===== src/rtl/fall_event_logger_pkg.sv =====
// ----------------------------------------------------------------------------
// fall_event_logger_pkg
//   Shared defaults and helpers for the falling-edge event logger.
//   - TS_W_DEF / DEPTH_DEF / CNT_W_DEF / HOLDOFF_DEF : default parameter values
//   - ts_t        : timestamp type at the default width
//   - clog2_depth : ceil(log2(depth)), usable in constant expressions
// ----------------------------------------------------------------------------
package fall_event_logger_pkg;

    localparam int unsigned TS_W_DEF    = 16;
    localparam int unsigned DEPTH_DEF   = 8;
    localparam int unsigned CNT_W_DEF   = 16;
    localparam int unsigned HOLDOFF_DEF = 4;

    typedef logic [TS_W_DEF-1:0] ts_t;

    function automatic int unsigned clog2_depth(input int unsigned depth);
        int unsigned r;
        r = 0;
        for (int unsigned i = 0; i < 32; i++) begin
            if ((64'(1) << i) < 64'(depth)) begin
                r = i + 1;
            end
        end
        return r;
    endfunction

endpackage


===== src/rtl/fall_event_logger_sync_fifo.sv =====
// ----------------------------------------------------------------------------
// sync_fifo
//   Single-clock FIFO with asynchronous active-low reset, synchronous flush
//   and a registered head-of-queue output.
//   Ports:
//     clk_i    : clock (rising edge)
//     rst_ni   : asynchronous active-low reset
//     flush_i  : synchronous empty; has priority over push/pop
//     push_i   : write wdata_i (accepted when not full, or full with pop)
//     wdata_i  : write data
//     pop_i    : discard head (ignored when empty)
//     rdata_o  : head entry, registered; holds last value while empty
//     full_o   : level == DEPTH
//     empty_o  : level == 0
//     level_o  : occupancy 0..DEPTH
// ----------------------------------------------------------------------------
module sync_fifo
    import fall_event_logger_pkg::*;
#(
    parameter int unsigned WIDTH = TS_W_DEF,
    parameter int unsigned DEPTH = DEPTH_DEF
) (
    input  logic                         clk_i,
    input  logic                         rst_ni,
    input  logic                         flush_i,
    input  logic                         push_i,
    input  logic [WIDTH-1:0]             wdata_i,
    input  logic                         pop_i,
    output logic [WIDTH-1:0]             rdata_o,
    output logic                         full_o,
    output logic                         empty_o,
    output logic [clog2_depth(DEPTH):0]  level_o
);

    localparam int unsigned AW = clog2_depth(DEPTH);

    logic [WIDTH-1:0] mem_q [DEPTH];
    logic [AW-1:0]    wr_ptr_q, wr_ptr_d;
    logic [AW-1:0]    rd_ptr_q, rd_ptr_d;
    logic [AW:0]      level_q, level_d;
    logic [WIDTH-1:0] rdata_q, rdata_d;
    logic             pop_ok;
    logic             push_ok;

    assign full_o  = (level_q == (AW+1)'(DEPTH));
    assign empty_o = (level_q == '0);
    assign pop_ok  = pop_i & ~empty_o;
    assign push_ok = push_i & (~full_o | pop_ok);

    always_comb begin
        wr_ptr_d = wr_ptr_q;
        rd_ptr_d = rd_ptr_q;
        level_d  = level_q;
        rdata_d  = rdata_q;
        if (flush_i) begin
            wr_ptr_d = '0;
            rd_ptr_d = '0;
            level_d  = '0;
        end else begin
            if (push_ok) begin
                wr_ptr_d = wr_ptr_q + AW'(1);
            end
            if (pop_ok) begin
                rd_ptr_d = rd_ptr_q + AW'(1);
            end
            level_d = level_q + (AW+1)'(push_ok) - (AW+1)'(pop_ok);
            // Head register tracks mem[rd_ptr]; bypass the write data when the
            // new head is the entry being written this cycle.
            if (pop_ok) begin
                if (level_q > (AW+1)'(1)) begin
                    rdata_d = mem_q[rd_ptr_q + AW'(1)];
                end else if (push_ok) begin
                    rdata_d = wdata_i;
                end
            end else if (empty_o && push_ok) begin
                rdata_d = wdata_i;
            end
        end
    end

    always_ff @(posedge clk_i) begin
        if (push_ok && !flush_i) begin
            mem_q[wr_ptr_q] <= wdata_i;
        end
    end

    always_ff @(posedge clk_i or negedge rst_ni) begin
        if (!rst_ni) begin
            wr_ptr_q <= '0;
            rd_ptr_q <= '0;
            level_q  <= '0;
            rdata_q  <= '0;
        end else begin
            wr_ptr_q <= wr_ptr_d;
            rd_ptr_q <= rd_ptr_d;
            level_q  <= level_d;
            rdata_q  <= rdata_d;
        end
    end

    assign rdata_o = rdata_q;
    assign level_o = level_q;

endmodule


===== src/rtl/fall_event_logger.sv =====
// ----------------------------------------------------------------------------
// fall_event_logger
//   Timestamps each rising edge of pulse_in (the detector's fall pulse) and
//   buffers records in a FIFO drained over valid/ready. Keeps a saturating
//   accepted-event counter and a sticky overflow flag.
//   Optional feature macro: FALL_EVENT_LOGGER_HOLDOFF_EN -- enforces a minimum
//   spacing of HOLDOFF cycles between accepted events.
//   Ports:
//     clk       : clock (rising edge)
//     reset_n   : asynchronous active-low reset
//     pulse_in  : event input (may be high for several cycles)
//     clear     : synchronous flush of FIFO, event_cnt and overflow
//     out_ready : reader accepts head record
//     out_valid : head record present
//     out_ts    : head record timestamp
//     level     : FIFO occupancy
//     event_cnt : records stored since reset/clear, saturating
//     overflow  : sticky, an event was dropped on a full FIFO
// ----------------------------------------------------------------------------
module fall_event_logger
    import fall_event_logger_pkg::*;
#(
    parameter int unsigned TS_W    = TS_W_DEF,
    parameter int unsigned DEPTH   = DEPTH_DEF,
    parameter int unsigned CNT_W   = CNT_W_DEF,
    parameter int unsigned HOLDOFF = HOLDOFF_DEF
) (
    input  logic                         clk,
    input  logic                         reset_n,
    input  logic                         pulse_in,
    input  logic                         clear,
    input  logic                         out_ready,
    output logic                         out_valid,
    output logic [TS_W-1:0]              out_ts,
    output logic [clog2_depth(DEPTH):0]  level,
    output logic [CNT_W-1:0]             event_cnt,
    output logic                         overflow
);

    if (DEPTH < 2 || (DEPTH & (DEPTH - 1)) != 0) begin : g_bad_depth
        $error("DEPTH must be a power of two and at least 2");
    end
    if (HOLDOFF < 1) begin : g_bad_holdoff
        $error("HOLDOFF must be at least 1");
    end

    logic [TS_W-1:0]  ts_q, ts_d;
    logic             pulse_d_q;
    logic [CNT_W-1:0] cnt_q, cnt_d;
    logic             ovf_q, ovf_d;
    logic             event_raw;
    logic             event_ok;
    logic             pop;
    logic             push;
    logic             drop;
    logic             fifo_full;
    logic             fifo_empty;

    assign event_raw = pulse_in & ~pulse_d_q;
    assign pop       = out_valid & out_ready & ~clear;
    assign push      = event_ok & (~fifo_full | pop) & ~clear;
    assign drop      = event_ok & fifo_full & ~pop & ~clear;

`ifdef FALL_EVENT_LOGGER_HOLDOFF_EN
    localparam int unsigned HO_W = clog2_depth(HOLDOFF + 1);

    logic [HO_W-1:0] hold_q, hold_d;

    assign event_ok = event_raw & (hold_q == '0);

    always_comb begin
        hold_d = hold_q;
        if (clear) begin
            hold_d = '0;
        end else if (push) begin
            hold_d = HO_W'(HOLDOFF - 1);
        end else if (hold_q != '0) begin
            hold_d = hold_q - HO_W'(1);
        end
    end

    always_ff @(posedge clk or negedge reset_n) begin
        if (!reset_n) begin
            hold_q <= '0;
        end else begin
            hold_q <= hold_d;
        end
    end
`else
    assign event_ok = event_raw;
`endif

    always_comb begin
        ts_d  = ts_q + TS_W'(1);
        cnt_d = cnt_q;
        ovf_d = ovf_q;
        if (clear) begin
            cnt_d = '0;
            ovf_d = 1'b0;
        end else begin
            if (push && cnt_q != '1) begin
                cnt_d = cnt_q + CNT_W'(1);
            end
            if (drop) begin
                ovf_d = 1'b1;
            end
        end
    end

    always_ff @(posedge clk or negedge reset_n) begin
        if (!reset_n) begin
            ts_q      <= '0;
            pulse_d_q <= 1'b0;
            cnt_q     <= '0;
            ovf_q     <= 1'b0;
        end else begin
            ts_q      <= ts_d;
            pulse_d_q <= pulse_in;
            cnt_q     <= cnt_d;
            ovf_q     <= ovf_d;
        end
    end

    sync_fifo #(
        .WIDTH (TS_W),
        .DEPTH (DEPTH)
    ) u_fifo (
        .clk_i   (clk),
        .rst_ni  (reset_n),
        .flush_i (clear),
        .push_i  (push),
        .wdata_i (ts_q),
        .pop_i   (pop),
        .rdata_o (out_ts),
        .full_o  (fifo_full),
        .empty_o (fifo_empty),
        .level_o (level)
    );

    assign out_valid = ~fifo_empty;
    assign event_cnt = cnt_q;
    assign overflow  = ovf_q;

endmodule


===== config.mk =====
export PLATFORM = sky130hd
export DESIGN_NAME = fall_event_logger
export DESIGN_NICKNAME = d
export VERILOG_FILES = /design/src/rtl/fall_event_logger_pkg.sv /design/src/rtl/fall_event_logger_sync_fifo.sv /design/src/rtl/fall_event_logger.sv
export SDC_FILE = /design/constraint.sdc
export NUM_CORES = 1
export LEC_CHECK = 0
export CORE_ASPECT_RATIO = 1.2
export CORE_MARGIN = 5
export CORE_UTILIZATION = 37
export DETAILED_ROUTE_END_ITERATION = 6
export DONT_BUFFER_PORTS = 1
export PLACE_DENSITY = 0.5
export SLEW_MARGIN = 20
export SYNTH_ARGS = -nofsm -noshare
export SYNTH_HDL_FRONTEND = slang
export SYNTH_SLANG_ARGS = --single-unit

===== constraint.sdc =====
create_clock -name clk -period 8.95 [get_ports clk]
set_input_delay 1.79 -clock clk [delete_from_list [all_inputs] [get_ports clk]]
set_output_delay 1.79 -clock clk [all_outputs]
set_load 0.05 [all_outputs]

[After elaboration in Yosys (flattened, before gate mapping)]
Memories as Yosys holds them, arrays and structs flattened.
Index checks and enable logic that the tools add are counted.
Word-level totals
  flip-flop bits (word level): 60
  bits in writable memories: 128
  input port bits: 5
  word-level logic and storage cells: 62
  memories kept: 1
Memories
  u_fifo.mem_q: words 8, width 16, rd ports 1, clocked after Yosys merged registers in 0, wr ports 1, line fall_event_logger_sync_fifo.sv:37  | logic [WIDTH-1:0] mem_q [DEPTH];
Cells by class
  add/subtract/negate cells: 6
  order comparisons: 1
  eq/ne operators: 3
  mux-type cells: 15
  bitwise operators: 17
  reduce and logical (&&, ||, !) cells: 11
Operators by type and width (count)
  $mux W16: 6
  $add A16 B1 Y16 const B: 2
  $ne A16 B16 Y1 const B: 1
  $mux W3: 4
  $and A1 B1 Y1: 10
  $reduce_bool A2 Y1: 5
  $add A3 B1 Y3 const B: 2
  $not A1 Y1: 5
  $add A4 B1 Y4: 1
  $eq A4 B4 Y1 const B: 1
  $gt A4 B1 Y1 const B: 1
  $logic_not A4 Y1: 1
  $mux W1: 4
  $mux W4: 1
  $sub A4 B1 Y4: 1
  $logic_and A1 B1 Y1: 3
  $ne A3 B3 Y1 const B: 1
  $reduce_and A3 Y1: 1
  $or A1 B1 Y1: 2
  $logic_not A1 Y1: 1

[Longest topological paths before layout]
Gate-level depths: netlist of run 1.
  depth after elaboration: 11
  gate-level depth with buffers: 13
  gate-level depth less buffers: 12

[Hierarchy]
From an unflattened synthesis of run 1, not the netlist that was laid out.
Second synthesis, totals
  cell total of the unflattened synthesis: 581
  area total of the unflattened synthesis: 8111.5 um^2
By module, submodules not included
  sync_fifo: times used 1, cells an instance 402, area each 6252.2 um^2, seq. area each 4494.3 um^2
  fall_event_logger: times used 1, cells an instance 179, area each 1859.3 um^2, seq. area each 850.8 um^2

[Worst setup path after synthesis of run 1]
No wires, ideal clock.
  kind: input port to flip-flop
  start: input port clear
  end: memory u_fifo.mem_q[1][0] (netlist bit), enable pin
  library setup time: 0.436 ns
  arrival time: 4.172 ns
  slack: 4.342 ns
  cell stages on the path: 4
  path through: buf_6 > nor3b_4 > o211ai_2 > nor4b_1
On the way
  word-level cells in the longest chain between the ends: 9
  elaborated cells on any way between the ends: 12
RTL lines
  start, declared: line fall_event_logger.sv:31  | input logic clear,
  $not A1 Y1 (no line)
  $and A1 B1 Y1: line fall_event_logger.sv:60  | assign pop = out_valid & out_ready & ~clear;
  $or A1 B1 Y1: line fall_event_logger.sv:61  | assign push = event_ok & (~fifo_full | pop) & ~clear;
  $and A1 B1 Y1 (2 in a row): line fall_event_logger.sv:61
  $and A1 B1 Y1: line fall_event_logger_sync_fifo.sv:48  | assign push_ok = push_i & (~full_o | pop_ok);
  $logic_and A1 B1 Y1 *: line fall_event_logger_sync_fifo.sv:82  | if (push_ok && !flush_i) begin
  $mux W1 *: line fall_event_logger_sync_fifo.sv:82
  $mux W1 (not written as such) *: line fall_event_logger_sync_fifo.sv:83  | mem_q[wr_ptr_q] <= wdata_i;
  end, declared: line fall_event_logger_sync_fifo.sv:37
Mark *: on every way between the ends. The rest lies on a longest branch, timed or not.

[Final worst setup path of run 1]
  start: register u_fifo.level_q[2] (netlist: u_fifo.level_o[2])
  end: output port out_valid
On the way
  word-level cells in the longest chain between the ends: 2
RTL lines
  start, declared: line fall_event_logger_sync_fifo.sv:40  | logic [AW:0] level_q, level_d;
  start signal, assigned: line fall_event_logger_sync_fifo.sv:96  | level_q <= level_d;
  $logic_not A4 Y1: line fall_event_logger_sync_fifo.sv:46  | assign empty_o = (level_q == '0);
  $not A1 Y1: line fall_event_logger.sv:140  | assign out_valid = ~fifo_empty;
  end, declared: line fall_event_logger.sv:33  | output logic out_valid,
No other way between the ends.

==> impl_metrics.json, run 1 <==
{
  "status": "completed",
  "ant_nets": 0,
  "max_stage_delay_ns": 0.69,
  "place_area_um2": 8680,
  "finClkSkew_ns": 0.0238,
  "layout.nets": 626,
  "rsz0062_at_grt": "no",
  "yosys_warnings": 0,
  "vias": 5205,
  "root_buffer": "clkbuf_16",
  "final-hold-violation-count": 0,
  "holdWs_ns": 0.528,
  "ios": 43,
  "core_um2": 22400,
  "rr_worst_depth": 11,
  "cp_cell_sequence": "inv_1 -> ha_1 -> or3b_1",
  "synthToLayoutAreaGrowth_pct": 9.82,
  "synth_edf_count": 128,
  "layout_commonest_cell": "edfxtp_1",
  "synth_fp_nets": 637,
  "max_slew_margin_pct": 30.6,
  "final_cell_area_um2": 9250,
  "fmax_mhz": 246,
  "synthDistinctLibCells": 64,
  "fin_ws_ns": 4.88,
  "postCtsResizedCells": 0,
  "hold_end": "u_fifo.rd_ptr_q[1]",
  "cts_tree": "built",
  "drt-total-wl_um": 20500,
  "grt.total_usage_pct": 16.0,
  "fillers": 2053,
  "initial_utilization_pct": 37.5,
  "crit_fanout": 6,
  "fin_util_pct": 41.2,
  "totalPowerFinal_mw": 2.44,
  "slew_viol_final": 0,
  "fin_crit_ns": 4.07,
  "min_period_over_period_pct": 45.4,
  "clkTransAtPathRegs_ns": 0.07,
  "numCtsBuffers": 17,
  "chipHeight_um": 175,
  "htreeDepth": 4,
  "worst-path-buf-inv": 1,
  "cp_top_family": "simple AND/OR/NAND/NOR gates",
  "pre_cts_slack_ns": 5.17,
  "place_inst": 869,
  "hold_class": "register to register",
  "synth_flop_cell": "edfxtp_1",
  "overflow": 0,
  "postSynthAreaPerCell_um2": 13.6,
  "n_antenna_cell": 0,
  "grt_start_max_net_pins": 82,
  "drt_iter0_drc": 290,
  "tns_ns": 0,
  "hold_depth": 2,
  "worstMarginPinSlew_ns": 1.04,
  "hold_buffers": 0,
  "slowest_stage": "or3b_1",
  "grt_pass1_vias": 5167,
  "cts.path.max_buffers": 2,
  "critPathArrivalTime_ns": 2.28,
  "dr.pass1.iters": 5,
  "cts_num_sinks": 188,
  "end_kind": "output pin",
  "post_drt_wl_per_cell_um": 22.7,
  "ys_seq_area_share_pct": 63.5,
  "reg2reg_from": "u_fifo.level_o[2]",
  "dieArea_um2": 25900,
  "dpl.hpwl_um": 12600,
  "rows": 60,
  "ys_ff_latch": 188,
  "synth_cells": 620,
  "port_buffers": 0,
  "leakage_nw": 3.31,
  "p_per_area_nw_per_um2": 264,
  "drc": 0,
  "gp_congestion": 0.792,
  "cp-start-kind": "register",
  "path_class": "register to output pin",
  "synth_area_um2": 8420,
  "rr_endpoint": "u_fifo.level_o[2]",
  "vdd_drop_max_uv": 95.7,
  "drive_above_1_share_pct": 16.1,
  "viasPerCell": 5.78,
  "drv_cap": 0,
  "antenna_found_initial": 0,
  "cts_setup_buffers": 0,
  "hp-start": "u_fifo.rd_ptr_q[1]",
  "final-setup-viol-count": 0,
  "rrSetupSlack_ns": 5.54,
  "crit_required_ns": 7.16,
  "insertion_delay_ns": 0.44,
  "grt_pass1_wl_um": 31500,
  "final_cell_count_no_fill": 901,
  "die_w_um": 148,
  "synth-async-reset-ratio_pct": 31.9,
  "final_cell_mix": "128 x edfxtp_1, 59 x dfrtp_1, 32 x mux2_2, 31 x inv_1, 21 x nor2b_1"
}
## metal layers
layer  share of wire [%]  vias to the layer above  GRT usage (%)
met3                 4.4                       21           3.51
met1                  42                     2693           19.7
met4                 1.6                        0           5.17
met5                   0                        -              0
li1                    -                     2369              -
met2                  52                      122           27.9
## final cells by class
| type | count | area [um2] | area share, % |
|---|---|---|---|
| multi-input combinational | 359 | 2780 | 30.1 |
| tap | 279 | 349 | 3.77 |
| inverter | 31 | 116 | 1.26 |
| sequential | 188 | 5350 | 57.8 |
| clock inverter | 14 | 125 | 1.35 |
| timing repair buffer | 12 | 90.1 | 0.974 |
| clock buffer | 18 | 439 | 4.75 |
## how the worst max path moves through the flow
stage,slack [ns],startpoint,depth (start not counted),to
final,4.88,u_fifo.level_o[2],3,out_valid
after global routing,4.78,u_fifo.level_o[2],3,out_valid
after CTS,4.85,u_fifo.level_o[2],3,out_valid
after detailed placement,5.17,clear,6,u_fifo.mem_q[6][4]
after global placement,5.23,clear,6,u_fifo.mem_q[6][4]
after floorplan,4.34,clear,4,u_fifo.mem_q[1][0]
## flip-flops by register name (all words and copies together) (netlist names), 3 cells and up
name             count
event_cnt           16
ts_q                16
u_fifo.level_o       4
u_fifo.mem_q       128
u_fifo.rd_ptr_q      3
u_fifo.rdata_o      16
u_fifo.wr_ptr_q      3
## power by group
part	internal (mW)	total (mW)	leakage, nW	switching (mW)
sequential	0.969	1.17	1.97	0.201
clock	0.375	0.726	0.272	0.351
combinational	0.198	0.543	1.07	0.345
total	1.54	2.44	3.31	0.897
## cells by family after synthesis
group	count (synthesis)	share of synthesized area (%)
compound gates	134	11.8
xor+xnor	20	2.17
fa+ha+maj	12	1.87
buf+inv	73	4.07
flops	188	63.5
mux	51	6.58
simple gates	142	10.1
## worst min-delay path: stages (launching register included)
cell and delay, ns:
dfrtp_1 0.38, nand2_1 0.06, a21oi_1 0.06
## Yosys cell counts, drive strengths merged (14+ instances only)
cell,count,area (um2)
xnor2,14,130
dfrtp,60,1500
a31oi,18,113
inv,31,116
nor2,18,67.6
a2111oi,16,140
nor2b,21,131
nand3,16,85.1
buf,22,131
o211ai,18,140
mux2,35,394
a211o,16,140
o22ai,16,100
edfxtp,128,3840
mux2i,16,160
clkbuf,20,95.1
nand4,21,138
a21oi,14,81.3
nand2,16,60.1
a22oi,16,120
(Power assumes the default switching activity.)
==> inputs of run 2 (changes only) <==
- PLACE_DENSITY: 0.5 -> 0.52
- clock period: 8.95 -> 3.4 ns (I/O delays scaled with it)
==> run 2 against run 1 <==
Against the previous run:
- via count increased by 1.2%
- critical path depth increased by 4
- flip-flop and latch count unchanged
- critical endpoint is now u_fifo.level_o[2]
- largest cell class unchanged
- largest power group unchanged
==> impl_metrics.json, run 2 (synthesis gave the netlist of run 1 again) <==
{
  "status": "completed",
  "final-setup-viol-count": 0,
  "p_sw_share_pct": 36.0,
  "drv_cap": 0,
  "end_kind": "register",
  "layout_commonest_cell": "edfxtp_1",
  "dieArea_um2": 25900,
  "leakage_nw": 3.42,
  "final-hold-violation-count": 0,
  "cp-start-kind": "register",
  "totalPowerFinal_mw": 6.68,
  "ios": 43,
  "gp_congestion": 0.802,
  "highest_layer": "met4",
  "dpl.hpwl_um": 12900,
  "rows": 60,
  "top_register": "u_fifo.mem_q",
  "dr.pass1.iters": 4,
  "port_buffers": 0,
  "finClkSkew_ns": 0.0105,
  "slew_viol_final": 0,
  "worstMarginPinSlew_ns": 1.06,
  "max_slew_margin_pct": 29.2,
  "final_cell_count_no_fill": 920,
  "place_inst": 887,
  "crit_fanout": 10,
  "grt.total_usage_pct": 16.7,
  "n_antenna_cell": 0,
  "chipHeight_um": 175,
  "rsz0062_at_grt": "no",
  "antenna_found_initial": 0,
  "comb_power_share_pct": 24.5,
  "grt_pass1_wl_um": 32700,
  "internal-power_mw": 4.27,
  "fin_crit_ns": 2.71,
  "hold_class": "input pin to async pin",
  "met3_length_um": 944,
  "largest_register_ffs": 128,
  "wirelength_met1_um": 8930,
  "tns_ns": 0,
  "fillers": 2030,
  "final_cell_mix": "128 x edfxtp_1, 59 x dfrtp_1, 32 x mux2_2, 31 x inv_1, 30 x buf_4",
  "fmax_mhz": 368,
  "cts_tree": "built",
  "viasPerCell": 5.73,
  "cts_num_sinks": 188,
  "p_sw_mw": 2.41,
  "vdd_drop_max_uv": 310,
  "initial_utilization_pct": 37.5,
  "p_per_area_nw_per_um2": 707,
  "post_drt_wl_per_cell_um": 22.9,
  "p_seq_share_pct": 45.2,
  "wl_met2_um": 10800,
  "fin_util_pct": 42.1,
  "crit_required_ns": 3.73,
  "grt_pass1_vias": 5391,
  "core_um2": 22400,
  "drive_above_1_share_pct": 18.7,
  "ant_nets": 0,
  "place_area_um2": 8810,
  "grt_start_max_net_pins": 82,
  "root_buffer": "clkbuf_16",
  "drc": 0,
  "final_cell_area_um2": 9440,
  "drt_iter0_drc": 275,
  "vias": 5269,
  "die_w_um": 148,
  "p_clk_share_pct": 30.3,
  "insertion_delay_ns": 0.44,
  "cts.path.max_buffers": 2,
  "path_class": "register to register",
  "min_period_over_period_pct": 79.8,
  "synthToLayoutAreaGrowth_pct": 12.1,
  "clkTransAtPathRegs_ns": 0.07,
  "critPathArrivalTime_ns": 3.05,
  "overflow": 0,
  "numCtsBuffers": 17,
  "htreeDepth": 4,
  "drt-total-wl_um": 21100,
  "layout.nets": 645
}
[run 2: cell count changes in the layout (fill, tap and decap cells not counted), moves of 2 or more]
cell / before / now
buf_4: 12 / 30
inv_8: 6 / 1
inv_6: 3 / 7
bufinv_16: 0 / 2
clkinv_4: 0 / 2
clkinvlp_4: 3 / 1
[run 2: cell type report]
| type | instances | area (um2) | share of cell area (%) |
|---|---|---|---|
| clock buffer | 17 | 425 | 4.50 |
| clock inverter | 15 | 179 | 1.89 |
| inverter | 31 | 116 | 1.23 |
| multi-input combinational | 359 | 2780 | 29.4 |
| sequential | 188 | 5350 | 56.6 |
| tap | 279 | 349 | 3.70 |
| timing repair buffer | 31 | 253 | 2.68 |
[run 2: worst max-delay path, stage by stage, from the launching register on]
cell and delay [ns]:
dfrtp_1 0.60, or3b_4 0.52, o211ai_2 0.50, inv_1 0.15
ha_1 0.25, fa_1 0.38, xnor2_1 0.16, nor2_1 0.05
[run 2: metal layers]
| layer | vias to the layer above | global-route usage, % |
|---|---|---|
| met5 | - | 0 |
| met4 | 0 | 6.18 |
| met3 | 28 | 3.72 |
| met2 | 119 | 28.8 |
| met1 | 2713 | 20.5 |
| li1 | 2409 | - |
[run 2: power by group through the flow]
stage / Clock [mW] / Sequential, mW / Combinational [mW]
finish: 2.03 / 3.02 / 1.64
global route: 2.17 / 3.04 / 1.76
CTS: 2.07 / 3.02 / 1.65
detailed placement: 0 / 3.08 / 1.62
global placement: 0 / 3.07 / 1.61
floorplan: 0 / 3.05 / 1.14
[run 2: path summary, 6_finish.rpt]
check	to	slack (ns)	depth (start not counted)	startpoint
worst min register to register	u_fifo.rd_ptr_q[1]	0.56	2	u_fifo.rd_ptr_q[1]
worst max register to register	u_fifo.level_o[2]	0.69	7	u_fifo.level_o[0]
worst min-delay path	event_cnt[4]	0.09	1	reset_n
max in group asynchronous	u_fifo.rdata_o[10]	2.97	1	reset_n
min in group clk	pulse_d_q	0.27	0	pulse_in
worst max-delay path	u_fifo.level_o[2]	0.69	7	u_fifo.level_o[0]
[run 2: repair_timing]
action                    in CTS  in global routing
hold endpoints to repair      60                  0
setup buffers                  0                  0
hold buffers                   1                  0
resized for setup              0                  0
[run 2: through the flow]
| step | worst slack (ns) | hold slack, ns |
|---|---|---|
| global route | 0.576 | 0.115 |
| CTS | 0.661 | 0.118 |
| global placement | 0.770 | 0.386 |
| detailed placement | 0.660 | 0.386 |
| finish | 0.686 | 0.0915 |
| floorplan | -0.337 | 0.384 |
